==> src/rtl/cpu_mem_pkg.sv <==
// cpu_mem_pkg: shared widths, mirror addresses and responder FSM encoding
package cpu_mem_pkg;
  localparam int CM_AW = 5;
  localparam int CM_DW = 8;
  localparam int CM_MIR0 = 3;
  localparam int CM_MIR1 = 4;
  localparam int CM_MIR2 = 7;
  typedef enum logic [2:0] {ST_IDLE, ST_LATCH, ST_WAIT, ST_RESP, ST_HOLD} state_t;
endpackage

==> src/rtl/mem_wait_ctr.sv <==
// mem_wait_ctr: 3-bit loadable down-counter pacing responder wait states
module mem_wait_ctr (
  input  logic       clock,
  input  logic       reset,
  input  logic       load,
  input  logic       dec,
  input  logic [2:0] din,
  output logic       zero
);
  logic [2:0] cnt;
  // load wins over decrement; decrement stops at zero
  always_ff @(posedge clock)
    if (reset) cnt <= '0;
    else if (load) cnt <= din;
    else if (dec && cnt != '0) cnt <= cnt - 3'd1;
  assign zero = cnt == '0;
endmodule

==> src/rtl/mem_responder.sv <==
// mem_responder: req/ack word store with wait states and output mirrors; MEMRESP_WRPROT_EN adds write protection
module mem_responder
  import cpu_mem_pkg::*;
#(
  parameter int AW = CM_AW,
  parameter int DW = CM_DW,
  parameter int WAIT = 1,
  parameter int MIR0 = CM_MIR0,
  parameter int MIR1 = CM_MIR1,
  parameter int MIR2 = CM_MIR2,
  parameter int PROT_BASE = 9
) (
  input  logic          clock,
  input  logic          reset,
  input  logic          req,
  input  logic          we,
  input  logic [AW-1:0] addr,
  input  logic [DW-1:0] wdata,
  output logic          ack,
  output logic [DW-1:0] rdata,
  output logic          busy,
  output logic          err,
  input  logic          ld_en,
  input  logic [AW-1:0] ld_addr,
  input  logic [DW-1:0] ld_data,
  output logic [DW-1:0] m3,
  output logic [DW-1:0] m4,
  output logic [DW-1:0] m5
);
  state_t state, nxt;
  logic [AW-1:0] addr_q, wa;
  logic [DW-1:0] wdata_q, wd;
  logic we_q, zero, go, prot, wr, ld, latch, pace;
  logic [DW-1:0] mem [2**AW];
  if (WAIT < 0 || WAIT > 7) begin : g_bad_wait
    $error("mem_responder: WAIT must be 0..7");
  end
  if (PROT_BASE < 0 || PROT_BASE > 2**AW) begin : g_bad_prot
    $error("mem_responder: PROT_BASE out of range");
  end
  assign ld = state == ST_IDLE && ld_en;
  assign latch = state == ST_IDLE && !ld_en && req;
  assign pace = state == ST_LATCH || state == ST_WAIT;
  assign go = pace && zero;
  assign busy = state != ST_IDLE;
`ifdef MEMRESP_WRPROT_EN
  assign prot = int'(addr_q) >= PROT_BASE;
`else
  assign prot = 1'b0;
`endif
  assign wr = !reset && (ld || (go && we_q && !prot));
  assign wa = ld ? ld_addr : addr_q;
  assign wd = ld ? ld_data : wdata_q;
  mem_wait_ctr u_ctr (
    .clock(clock),
    .reset(reset),
    .load (latch),
    .dec  (pace && !zero),
    .din  (3'(WAIT)),
    .zero (zero)
  );
  // next state: a pending load keeps the FSM idle for one edge
  always_comb begin
    nxt = state;
    case (state)
      ST_IDLE:           nxt = latch ? ST_LATCH : ST_IDLE;
      ST_LATCH, ST_WAIT: nxt = zero ? ST_RESP : ST_WAIT;
      ST_RESP:           nxt = ST_HOLD;
      ST_HOLD:           nxt = req ? ST_HOLD : ST_IDLE;
      default:           nxt = ST_IDLE;
    endcase
  end
  // request fields are captured once, on acceptance
  always_ff @(posedge clock)
    if (latch) begin
      addr_q <= addr;
      we_q <= we;
      wdata_q <= wdata;
    end
  // storage is deliberately left uncleared by reset
  always_ff @(posedge clock)
    if (wr) mem[wa] <= wd;
  // FSM state, response pulses, read data and mirrors
  always_ff @(posedge clock)
    if (reset) begin
      state <= ST_IDLE;
      ack <= 1'b0;
      err <= 1'b0;
      rdata <= '0;
      m3 <= '0;
      m4 <= '0;
      m5 <= '0;
    end else begin
      state <= nxt;
      ack <= go;
      err <= go && we_q && prot;
      if (go && !we_q) rdata <= mem[addr_q];
      if (wr && wa == AW'(MIR0)) m3 <= wd;
      if (wr && wa == AW'(MIR1)) m4 <= wd;
      if (wr && wa == AW'(MIR2)) m5 <= wd;
    end
endmodule

==> config.mk <==
export PLATFORM = sky130hd
export DESIGN_NAME = mem_responder
export DESIGN_NICKNAME = d
export VERILOG_FILES = /design/src/rtl/cpu_mem_pkg.sv /design/src/rtl/mem_wait_ctr.sv /design/src/rtl/mem_responder.sv
export SDC_FILE = /design/constraint.sdc
export NUM_CORES = 1
export LEC_CHECK = 0
export ABC_AREA = 0
export CAP_MARGIN = 5
export CORE_MARGIN = 2
export CORE_UTILIZATION = 30
export CTS_BUF_LIST = sky130_fd_sc_hd__clkbuf_2
export DETAILED_ROUTE_END_ITERATION = 10
export PLACE_DENSITY = 0.57
export RECOVER_POWER = 100
export SYNTH_ARGS = -nofsm -noshare
export SYNTH_HDL_FRONTEND = slang
export SYNTH_SLANG_ARGS = --single-unit
==> constraint.sdc <==
create_clock -name clock -period 3.61 [get_ports clock]
set_input_delay 0.722 -clock clock [delete_from_list [all_inputs] [get_ports clock]]
set_output_delay 0.722 -clock clock [all_outputs]
set_load 0.02 [all_outputs]
==> key figures <==
Run status
  – Status: finished clean

Power
  – Sequential share of power: 51.0%
  – Leakage power: 5.03 nW
  – P_sw: 2.76 mW
  – Pwr dens: 593 nW/µm²
  – Clk network pwr share: 27.7%
  – Logic pwr share: 21.3%
  – Switching Share: 31.9%
  – VDD IR max: 0.310 mV
  – Internal power: 5.89 mW

STA
  – Worst-Margin Slew: 1.36 ns
  – Final setup vio count: 0
  – Clk_skew: 0.0618 ns
  – Final hold violations: 0
  – Final worst slack: 0.455 ns
  – Fin. max-slew vios: 0
  – TNS Setup: 0 ns
  – Fin crit period: 3.16 ns
  – Rel. slew slack: 9.16%
  – Unrepaired setup endpoints after global routing: no
  – Worst hold slack: 0.481 ns
  – Fmax: 0.317 GHz
  – Period utilization: 87.4%

Logic synthesis
  – Cells after Synth: 727
  – Synth area leaders: edfxtp_1 66%, mux4_2 7.8%, dfxtp_1 6.3%
  – Post-Synth Simple-Gate Area: 5.75%
  – Mux cell area share after synthesis: 13.5%
  – Synth async-reset ratio: 0%
  – Post-synthesis sequential area ratio: 71.8%
  – Number of synthesized flops with an enable pin: 270
  – Synth area leader: edfxtp_1
  – Compound-Gate Fraction of Synth Area: 5.77%
  – Post-Syn Area: 12,400 µm²
  – Synth top area share: 65.5%
  – Main combinational cell family by area after synthesis: multiplexers
  – Top FF cell, synth: edfxtp_1
  – Post-synth cell types: 56
  – Net Count, Synth: 760
  – XOR/XNOR Fraction of Synth Area: 0.212%
  – Avg Synthesized Cell Area: 17.0 µm²
  – Yosys Warn Count: 0
  – FF+latch count, synth: 309
  – Adder-Cell Fraction of Synth Area: 0.202%

CTS
  – Htree depth: 3
  – CTS tree: done
  – CTS sink cnt: 309
  – # Post-CTS Setup Buffers: 0
  – Max clock buf depth: 3
  – Worst skew pair latency: 0.85 ns
  – Clk root buf: clkbuf_2
  – Num CTS Buffers: 77
  – Clock transition at the registers of the reported paths: 0.11 ns
  – PostCTS Resize Cnt: 0
  – Cts hold-fix bufs: 0

Floorplan
  – Die H: 207 µm
  – Floorplan row count: 74
  – Starting Density: 30.4%
  – # IOs: 66
  – Core area: 40,700 µm²
  – Die W: 207 µm
  – Die ar.: 42,900 µm²

Place
  – PortBufs: 64
  – Placer Congestion: 0.820
  – Worst slack, placed: 0.250 ns
  – Detail Placement HPWL: 20.1 mm
  – DP Cell Count: 1,340

Critical path
  – Worst R2R Path Depth: 6
  – Register-to-Register Setup Slack: 0.45 ns
  – Worst Path Required: 4.10 ns
  – Worst setup EP type: flip-flop
  – Critical Path Sink: mem[30][6]$_DFFE_PP_
  – Worst Setup SP: state[2]$_SDFF_PP0_
  – WP data arrival: 3.64 ns
  – CP Launch Type: flip-flop
  – Crit Path Max Fanout: 11
  – Reg2reg end: mem[30][6]$_DFFE_PP_
  – Reg2reg start: state[2]$_SDFF_PP0_
  – CP Class: reg -> reg

GRT
  – Initial antenna violation count: 2
  – Global-route wire length before repair: 46.7 mm
  – Total gr overflow: 0
  – Largest net degree at the start of global routing: 37
  – Vias in the first global route: 7,444
  – Tot GR Track Use: 14.4%

Finish
  – Layout cells sized above 1: 24.7%
  – Area Overhead vs Synth: 17.9%
  – Non-Filler Instances: 1,479
  – # nets final: 920
  – Final core occ: 35.8%

Drt
  – Drc violations: 0
  – DRT Pass-1 Iters: 5
  – Routed Antenna Nets: 0
  – Drt first-iter violations: 704
  – Vias per cell: 4.94
  – WL per Instance: 21.1 µm
  – Final wirelength: 31.2 mm
  – Via count: 7,305

Run
  – Max Cap Viol: 0

Worst hold path
  – Min-Delay Path Class: reg -> reg
## area by class of cell
| class | count | area [µm²] |
|---|---|---|
| diodes | 1 | 2.50 |
| clock buffers | 102 | 510 |
| clock inverters | 36 | 223 |
| fillers | 3892 | 26200 |
| inverters | 12 | 45.0 |
| multi-input cells | 359 | 3150 |
| flip-flops and latches | 309 | 8890 |
| well taps | 532 | 666 |
| repair buffers | 128 | 1110 |
## critical path, cell delays in order, from the launching register on
cell and delay (ns):
dfxtp_1 0.41, nor4b_1 0.67, clkbuf_1 0.52, a32o_1 0.26, nand2_1 0.37, nor2_1 0.22
clkbuf_1 0.37
## per-layer routing
metal  GRT usage, %  vias up  part of all wire [%]
li1               -     3273                     -
met1           20.4     3671                    45
met2           21.6      312                    45
met3           3.20       49                   7.0
met4           5.74        0                   2.4
met5              0        -                     0
## flip-flops by register name, indices dropped and copies added (netlist names)
signal / cells
we_q: 1
m3: 8
wdata_q: 8
m5: 8
mem: 256
addr_q: 5
ack: 1
u_ctr.cnt: 3
m4: 8
rdata: 8
state: 3
## metrics by stage
stage	power [mW]	cell area (µm²)
floorplan	5.59	12400
finish	8.65	14600
global placement	6.36	13900
CTS	8.79	14600
detailed placement	6.39	13900
global route	9.05	14600
## power by group through the flow
stage | logic, mW | clock network, mW | registers, mW
4_1_cts | 1.90 | 2.47 | 4.42
3_5_place_dp | 1.89 | 0 | 4.50
3_3_place_gp | 1.87 | 0 | 4.50
2_1_floorplan | 1.12 | 0 | 4.47
5_1_grt | 1.98 | 2.64 | 4.43
6_report | 1.84 | 2.39 | 4.41
## Yosys cell counts (3+ instances only)
library cell / number
a32o_1: 3
a32oi_1: 3
nor2_1: 51
nand2_1: 25
buf_4: 6
dfxtp_1: 39
edfxtp_1: 270
o31ai_1: 7
nand2b_1: 4
a221o_1: 7
buf_6: 9
o311ai_1: 4
and2_1: 5
a22oi_1: 4
a31oi_1: 15
or2_2: 3
nand3_1: 4
mux2_2: 17
mux2i_1: 49
o22ai_1: 6
a221oi_1: 13
nor4_1: 12
nor2b_1: 10
clkbuf_1: 21
buf_2: 8
o21ai_0: 14
a21oi_1: 10
mux4_2: 43
nor3_1: 20
inv_1: 11
## cell usage in the layout, fill, tap and decap left out, types with 15 or more instances in the layout
| master | instances |
|---|---|
| mux4_2 | 43 |
| clkinv_1 | 24 |
| buf_4 | 50 |
| clkdlybuf4s50_1 | 16 |
| nor2_1 | 51 |
| dfxtp_1 | 39 |
| nor3_1 | 20 |
| a31oi_1 | 15 |
| mux2i_1 | 49 |
| dlygate4sd3_1 | 48 |
| edfxtp_1 | 270 |
| clkbuf_2 | 106 |
| nand2_1 | 25 |
## worst min path at each step
stage	endpoint	cells after the start	slack (ns)	startpoint
2_1_floorplan	u_ctr.cnt[1]$_SDFFE_PP0P_	2	0.48	u_ctr.cnt[1]$_SDFFE_PP0P_
4_1_cts	wdata_q[3]$_DFFE_PP_	1	0.34	wdata[3]
3_3_place_gp	m4[3]$_SDFFE_PP0P_	2	0.47	m4[3]$_SDFFE_PP0P_
6_report	m4[4]$_SDFFE_PP0P_	2	0.48	m4[4]$_SDFFE_PP0P_
3_5_place_dp	m4[3]$_SDFFE_PP0P_	2	0.47	m4[3]$_SDFFE_PP0P_
5_1_grt	wdata_q[6]$_DFFE_PP_	1	0.45	wdata[6]
## cell families (layout without fill, tap and decap cells)
kind of cell	Yosys count	count (layout)
DFF	309	309
other	1	2
and+or+nand+nor	144	144
muxes	111	111
xor gates and xnor gates	3	3
buffers and inverters	59	278
adders and majority gates	2	2
AOI/OAI and AO/OA	98	98
Power figures use the tool's default switching activity.
